[config.mk]
export PLATFORM = sky130hd
export DESIGN_NAME = noc_link_buffer
export DESIGN_NICKNAME = d
export VERILOG_FILES = /design/src/rtl/noc_pkg.sv /design/src/rtl/noc_link_fifo.sv /design/src/rtl/noc_link_buffer.sv
export SDC_FILE = /design/constraint.sdc
export NUM_CORES = 1
export LEC_CHECK = 0
export BUFFER_PORTS_ARGS = -buffer_cell sky130_fd_sc_hd__buf_2
export CORE_MARGIN = 2
export CORE_UTILIZATION = 64
export DETAILED_ROUTE_END_ITERATION = 10
export GPL_TIMING_DRIVEN = 0
export HOLD_SLACK_MARGIN = 0.12
export PLACE_DENSITY = 0.94
export SLEW_MARGIN = 20
export SYNTH_ARGS = -nofsm -noshare
export SYNTH_HDL_FRONTEND = slang
export SYNTH_SLANG_ARGS = --single-unit
[constraint.sdc]
create_clock -name clk -period 3.9 [get_ports clk]
set_input_delay 0.78 -clock clk [delete_from_list [all_inputs] [get_ports clk]]
set_output_delay 0.78 -clock clk [all_outputs]
set_load 0.05 [all_outputs]
[src/rtl/noc_pkg.sv]
// Shared NoC link definitions: default channel/flit sizing and the stored flit layout.
package noc_pkg;

    localparam int NOC_CHANNELS   = 2;
    localparam int NOC_FLIT_WIDTH = 34;

    typedef struct packed {
        logic                      last;
        logic [NOC_FLIT_WIDTH-1:0] data;
    } flit_t;

endpackage

[src/rtl/noc_link_fifo.sv]
// Single-channel link FIFO with optional store-and-forward gating and oversize
// cut-through fallback for packets that cannot fit in the buffer.
module noc_link_fifo
    import noc_pkg::*;
#(
    parameter int FLIT_WIDTH  = NOC_FLIT_WIDTH,
    parameter int DEPTH       = 4,
    parameter int PACKET_MODE = 0,
    localparam int CW         = $clog2(DEPTH + 1)
) (
    input  logic                  clk,
    input  logic                  rst,
    input  logic [FLIT_WIDTH-1:0] in_flit,
    input  logic                  in_last,
    input  logic                  in_valid,
    output logic                  in_ready,
    output logic [FLIT_WIDTH-1:0] out_flit,
    output logic                  out_last,
    output logic                  out_valid,
    input  logic                  out_ready,
    output logic [CW-1:0]         fill_level,
    output logic                  oversize
);

    localparam int PW = $clog2(DEPTH);

    typedef struct packed {
        logic                  last;
        logic [FLIT_WIDTH-1:0] data;
    } entry_t;

    entry_t          mem [DEPTH];
    entry_t          head;
    logic [PW-1:0]   wr_ptr, rd_ptr;
    logic [CW-1:0]   count, pkt_cnt;
    logic            cutthru;
    logic            full, wr_en, rd_en, over_hit;
    logic            pkt_inc, pkt_dec;

    always_comb begin
        head      = mem[rd_ptr];
        full      = (count == CW'(DEPTH));
        in_ready  = !full;
        wr_en     = in_valid && !full;
        // A full buffer holding no complete packet can never become presentable:
        // fall back to cut-through until that packet's last flit leaves.
        over_hit  = (PACKET_MODE != 0) && full && (pkt_cnt == '0) && !cutthru;
        out_valid = (count != '0) && ((PACKET_MODE == 0) || (pkt_cnt != '0) || cutthru);
        rd_en     = out_valid && out_ready;
        pkt_inc   = wr_en && in_last;
        pkt_dec   = rd_en && head.last;
    end

    assign out_flit   = head.data;
    assign out_last   = head.last;
    assign fill_level = count;
    assign oversize   = over_hit;

    always_ff @(posedge clk or negedge rst) begin
        if (!rst) begin
            wr_ptr  <= '0;
            rd_ptr  <= '0;
            count   <= '0;
            pkt_cnt <= '0;
            cutthru <= 1'b0;
            for (int unsigned i = 0; i < DEPTH; i++) begin
                mem[i] <= '0;
            end
        end else begin
            if (wr_en) begin
                mem[wr_ptr] <= '{last: in_last, data: in_flit};
                wr_ptr      <= wr_ptr + PW'(1);
            end
            if (rd_en) begin
                rd_ptr <= rd_ptr + PW'(1);
            end
            case ({wr_en, rd_en})
                2'b10:   count <= count + CW'(1);
                2'b01:   count <= count - CW'(1);
                default: count <= count;
            endcase
            case ({pkt_inc, pkt_dec})
                2'b10:   pkt_cnt <= pkt_cnt + CW'(1);
                2'b01:   pkt_cnt <= pkt_cnt - CW'(1);
                default: pkt_cnt <= pkt_cnt;
            endcase
            if (over_hit) begin
                cutthru <= 1'b1;
            end else if (pkt_dec) begin
                cutthru <= 1'b0;
            end
        end
    end

endmodule

[src/rtl/noc_link_buffer.sv]
// Multi-channel elastic buffer for tile<->NoC links: one independent FIFO per
// virtual channel, no cross-channel interaction.
module noc_link_buffer
    import noc_pkg::*;
#(
    parameter int CHANNELS    = NOC_CHANNELS,
    parameter int FLIT_WIDTH  = NOC_FLIT_WIDTH,
    parameter int DEPTH       = 4,
    parameter int PACKET_MODE = 0,
    localparam int CW         = $clog2(DEPTH + 1)
) (
    input  logic                                 clk,
    input  logic                                 rst,
    input  logic [CHANNELS-1:0][FLIT_WIDTH-1:0]  in_flit,
    input  logic [CHANNELS-1:0]                  in_last,
    input  logic [CHANNELS-1:0]                  in_valid,
    output logic [CHANNELS-1:0]                  in_ready,
    output logic [CHANNELS-1:0][FLIT_WIDTH-1:0]  out_flit,
    output logic [CHANNELS-1:0]                  out_last,
    output logic [CHANNELS-1:0]                  out_valid,
    input  logic [CHANNELS-1:0]                  out_ready,
    output logic [CHANNELS-1:0][CW-1:0]          fill_level,
    output logic [CHANNELS-1:0]                  oversize
);

    for (genvar c = 0; c < CHANNELS; c++) begin : g_ch
        noc_link_fifo #(
            .FLIT_WIDTH  (FLIT_WIDTH),
            .DEPTH       (DEPTH),
            .PACKET_MODE (PACKET_MODE)
        ) u_fifo (
            .clk        (clk),
            .rst        (rst),
            .in_flit    (in_flit[c]),
            .in_last    (in_last[c]),
            .in_valid   (in_valid[c]),
            .in_ready   (in_ready[c]),
            .out_flit   (out_flit[c]),
            .out_last   (out_last[c]),
            .out_valid  (out_valid[c]),
            .out_ready  (out_ready[c]),
            .fill_level (fill_level[c]),
            .oversize   (oversize[c])
        );
    end

endmodule

==> metrics.txt, run 1 <==
Fin. Hold Viols=0; dpl hpwl=18400 um; required time of the worst setup path=3.12 ns; fin cells=around 1.3k; CP Buf/Inv Count=3; CP Class=flop to output pin; Die H=roughly 150 um; Rel. slew slack=0.507; post-route ant nets=0; largest area contributor in the synthesized netlist=dfrtp_1; first-pass GRT wire length=46400 um; H-Tree Depth=1; Hold Path Class=primary input to async pin; row cnt=54; top post-synthesis cells by area=dfrtp_1 (52%), mux2_4 (25%), mux4_2 (11%); Die Wd=approximately 150 um; CP delay by family, top=buffers and inverters; total number of vias=between 7k and 8k; Setup Skew=around 0.016 ns; register area share after synthesis=0.517; most frequent CP cell=clkbuf_1; average size of a mapped cell=18.7 sq um; Worst Tran Pin Value=approximately 0.74 ns; RSZ-0062 raised after global routing=no; clk sinks=just under 300; Post-Synthesis Cells=around 760; Final Slew Violations=0; vias in the first global route=about 8.1k; Worst Path Max Fanout=10; Starting Density=0.652; nets=slightly above 1k; Final GP Congestion=around 0.76; Ports=158; core box area=roughly 0.022 sq mm; Total GRT Usage=0.247; synth unique cells=23; Clock Pin Slew Worst Setup and Hold Paths=around 0.06 ns; top-area cell type share of the netlist area=0.517; hold buffers post-CTS=0; vias per std cell=between 5 and 6; Num CTS Buffers=30; count of state elements after synthesis=294; Cells after DPL=1199; layout cells sized above 1=0.638; routed length per instance=~22 um; latest clock arrival within the worst-skew pair=0.55 ns; Syn. warnings=0; synth-to-layout area growth=15.6%; arrival time worst endpoint=between 2 and 3 ns; drt total wl=28200 um; leading cell types in the layout, fill and taps excluded=dfrtp_1 (294), mux2_4 (240), buf_2 (162); drt first pass iters=4; largest net degree at the start of global routing=between 100 and 150; max-cap viol count=0; CP max stage delay=about 0.63 ns; final period demand of the worst path=3.42 ns; Max Clock Freq=0.293 GHz; Max clock buf depth=3; PortBufs=155; status=finished, final reports clean; critical path's slowest cell=clkbuf_1; # DRC=0; initial antenna violation count=2; Tcrit/Tclk final=0.876; total of cells resized after clock tree synthesis=0; cells along the critical path=clkbuf_1, clkbuf_1, mux4_2, buf_2; Worst Setup Start Kind=flop; die area=0.0234 sq mm; Post-Syn Area=roughly 0.014 sq mm; most common cell after layout, fill and taps aside=dfrtp_1; kind of end point of the critical path=output pin; final setup vio count=0; global route overflow=0; initial drt markers=~370; Min Hold Slack=0.224 ns; post-CTS setup buffer count=0; setup slack, reg-to-reg=~1.7 ns; clock root buffer master=clkbuf_16; CTS tree=done
==> state kept, by name (all words and copies together) (netlist names) <==
signal	flops
g_ch.u_fifo.fill_level	6
g_ch.u_fifo.mem	280
g_ch.u_fifo.rd_ptr	4
g_ch.u_fifo.wr_ptr	4
==> worst register-to-register path, cell delays in order, from the launching register on <==
cell and delay (ns):
dfrtp_1 0.44, or3b_1 0.38, buf_6 0.14, nand2_1 0.13, ha_1 0.21, inv_1 0.06
fa_1 0.37, xor2_1 0.15, nor2_1 0.11, xor2_1 0.16
==> cells in the mapped netlist <==
| cell type | count |
|---|---|
| dfrtp_1 | 294 |
| mux2_4 | 240 |
| mux4_2 | 70 |
| mux2_2 | 42 |
| buf_12 | 24 |
| buf_6 | 10 |
| ha_1 | 10 |
| inv_1 | 10 |
| and3_4 | 8 |
| buf_2 | 8 |
| buf_4 | 8 |
| clkbuf_1 | 7 |
| xnor2_1 | 6 |
| xor2_1 | 6 |
| nand2_1 | 4 |
| fa_1 | 2 |
| mux2i_1 | 2 |
| nor2_1 | 2 |
| o31a_2 | 2 |
| or3_2 | 2 |
| or3b_1 | 2 |
| buf_1 | 1 |
| conb_1 | 1 |
==> worst paths after layout <==
check                      cells after the start                                       end                                      from
max                                            4                              out_flit[45]      g_ch[1].u_fifo.rd_ptr[1]$_DFFE_PN0P_
min                                            1       g_ch[0].u_fifo.mem[114]$_DFFE_PN0P_                                       rst
max reg2reg                                    9  g_ch[0].u_fifo.fill_level[2]$_DFFE_PN0P_  g_ch[0].u_fifo.fill_level[0]$_DFFE_PN0P_
min reg2reg                                    1        g_ch[0].u_fifo.mem[37]$_DFFE_PN0P_        g_ch[0].u_fifo.mem[37]$_DFFE_PN0P_
max in group asynchronous                      2        g_ch[1].u_fifo.mem[21]$_DFFE_PN0P_                                       rst
min in group clk                               1        g_ch[0].u_fifo.mem[37]$_DFFE_PN0P_        g_ch[0].u_fifo.mem[37]$_DFFE_PN0P_
==> metal layers <==
layer / share of wire / GRT usage / vias up / routed length, um
met1: 0.42 / 0.348 / 3853 / 12000
met2: 0.49 / 0.399 / 224 / 13700
met4: 0.025 / 0.0600 / 0 / 707
met3: 0.065 / 0.0530 / 54 / 1820
met5: 0 / 0 / - / 0
li1: - / - / 3168 / -
==> cells by family after synthesis <==
| family | count (synthesis) | share of synthesized area |
|---|---|---|
| AOI/OAI and AO/OA | 2 | 0.00141 |
| xor gates and xnor gates | 12 | 0.00739 |
| adders and majority gates | 12 | 0.0116 |
| buffers and inverters | 68 | 0.0535 |
| DFF | 294 | 0.517 |
| muxes | 354 | 0.399 |
| other | 1 | 0.000264 |
| and+or+nand+nor | 18 | 0.0102 |
==> metrics by stage <==
step           setup TNS (ns)  setup slack (ns)  cell area [sq um]   util
2_1_floorplan               0              1.54              14200      -
3_3_place_gp          -929.99             -3.19              15400  0.704
3_5_place_dp                0              1.06              15400  0.707
4_1_cts                     0             0.467              16400  0.754
5_1_grt                     0             0.413              16500  0.754
6_report                    0             0.482              16500  0.754
==> final cells by class <==
class	instances	area, sq um
sequential	294	7360
multi-input combinational	400	6120
fill	1223	5370
clock buffer	45	918
timing repair buffer	157	841
buffer	58	723
tap	280	350
clock inverter	10	103
inverter	10	37.5
antenna	4	10.0
Power of run 1 is not shown: default switching activity piles up to over one toggle a cycle in this logic, so the estimate is an artifact.
==> run 2: changes to the inputs <==
--- a/config.mk
+++ b/config.mk
@@ -5,13 +5,13 @@
 export SDC_FILE = /design/constraint.sdc
 export NUM_CORES = 1
 export LEC_CHECK = 0
-export BUFFER_PORTS_ARGS = -buffer_cell sky130_fd_sc_hd__buf_2
 export CORE_MARGIN = 2
 export CORE_UTILIZATION = 64
 export DETAILED_ROUTE_END_ITERATION = 10
+export DONT_BUFFER_PORTS = 1
 export GPL_TIMING_DRIVEN = 0
 export HOLD_SLACK_MARGIN = 0.12
-export PLACE_DENSITY = 0.94
+export PLACE_DENSITY = 0.88
 export SLEW_MARGIN = 20
 export SYNTH_ARGS = -nofsm -noshare
 export SYNTH_HDL_FRONTEND = slang
==> run 2 against run 1 <==
The flow now finishes with violations (hold timing). Sequential share of layout area grew 2.3 points. Final cell count shrank 13%. Core utilization shrank 3.7 points. Clock-buffer cell count is 4 lower. Critical path depth decreased by 1. Die area stayed put. Largest cell class unchanged.
==> metrics.txt, run 2 (synthesis results as in run 1) <==
initial antenna violation count=0; H-Tree Depth=1; clock root buffer master=clkbuf_16; row cnt=54; Worst Tran Pin Value=0.702 ns; Setup Skew=0.0176 ns; Critical Path Stages=3; drt first pass iters=4; initial drt markers=~300; Worst Path Max Fanout=10; vias per std cell=approximately 6.1; Worst R2R Path Depth=9; total number of vias=approximately 6.7k; Max Clock Freq=0.302 GHz; Final GP Congestion=0.738; clk sinks=about 300; post-route ant nets=0; Max clock buf depth=3; ant diodes=0; CP delay by family, top=buffers and inverters; Rel. slew slack=0.532; Starting Density=0.652; final period demand of the worst path=around 3.3 ns; layout cells sized above 1=0.570; synth-to-layout area growth=9.91%; nets=between 800 and 900; Worst Setup Start Kind=flop; # fillers=about 1.3k; drt total wl=roughly 28000 um; most common cell after layout, fill and taps aside=dfrtp_1; CP Class=flop to output pin; Die H=153 um; status=finished with violations; kind of end point of the critical path=output pin; Min Hold Slack=-0.0728 ns; routed length per instance=about 26 um; vias in the first global route=roughly 7.8k; CP Buf/Inv Count=2; dpl hpwl=18600 um; Largest register FFs=280; Fin. Hold Viols=between 40 and 50; core box area=about 0.022 sq mm; Ports=around 160; violated checks=hold timing; leading cell types in the layout, fill and taps excluded=dfrtp_1 (294), mux2_4 (240), mux4_2 (70); latest clock arrival within the worst-skew pair=approximately 0.56 ns; Hold Path Class=primary input to async pin; first-pass GRT wire length=approximately 47000 um; die area=0.0234 sq mm; most frequent CP cell=clkbuf_1; Tcrit/Tclk final=0.849; largest net degree at the start of global routing=between 200 and 300; cells along the critical path=clkbuf_1, clkbuf_1, mux4_2; RSZ-0062 raised after global routing=no; global route overflow=0; PortBufs=0; CP max stage delay=roughly 0.60 ns; arrival time worst endpoint=around 2.5 ns; post-CTS setup buffer count=0; total of cells resized after clock tree synthesis=0; Die Wd=153 um; final setup vio count=0; setup TNS=0 ns; Total GRT Usage=0.251; Num CTS Buffers=31; critical path's slowest cell=clkbuf_1; # DRC=0; Final Slew Violations=0; max-cap viol count=0; CTS tree=done; required time of the worst setup path=3.12 ns; most flop-heavy register=g_ch.u_fifo.mem; Clock Pin Slew Worst Setup and Hold Paths=0.06 ns
## run 2: final timing paths
kind / to / slack (ns) / startpoint
setup / recovery: out_flit[55] / 0.59 / g_ch[1].u_fifo.rd_ptr[1]$_DFFE_PN0P_
hold / removal: g_ch[0].u_fifo.mem[40]$_DFFE_PN0P_ / -0.07 / rst
setup reg to reg: g_ch[0].u_fifo.fill_level[2]$_DFFE_PN0P_ / 1.30 / g_ch[0].u_fifo.fill_level[2]$_DFFE_PN0P_
hold reg to reg: g_ch[0].u_fifo.mem[38]$_DFFE_PN0P_ / 0.50 / g_ch[0].u_fifo.mem[38]$_DFFE_PN0P_
max in group asynchronous: g_ch[0].u_fifo.mem[24]$_DFFE_PN0P_ / 3.48 / rst
min in group clk: g_ch[1].u_fifo.mem[86]$_DFFE_PN0P_ / 0.37 / in_flit[50]
## run 2: metrics by stage
stage / std cells / hold slack (ns) / util / cell area [sq um] / setup slack, ns
finish: 1100 / -0.0728 / 0.717 / 15600 / 0.590
global placement: 1042 / 0.483 / 0.668 / 14600 / 1.18
global route: 1100 / -0.101 / 0.717 / 15600 / 0.441
CTS: 1100 / -0.0935 / 0.717 / 15600 / 0.521
detailed placement: 1042 / 0.490 / 0.668 / 14600 / 1.15
floorplan: 762 / 0.475 / - / 14200 / 1.54
## run 2: routing by layer
metal / part of all wire / up-vias / track usage
li1: - / 2848 / -
met1: 0.40 / 3652 / 0.321
met2: 0.52 / 177 / 0.432
met3: 0.064 / 46 / 0.0658
met4: 0.023 / 0 / 0.0617
met5: 0 / - / 0
## run 2: area by class of cell
class,instances,area (sq um),share of cell area
sequential,294,7360,0.470
multi-input combinational,400,6120,0.391
clock buffer,41,863,0.0552
buffer,58,723,0.0462
tap,280,350,0.0224
clock inverter,17,193,0.0123
inverter,10,37.5,0.00240
Power of run 2 is left out for the same reason.
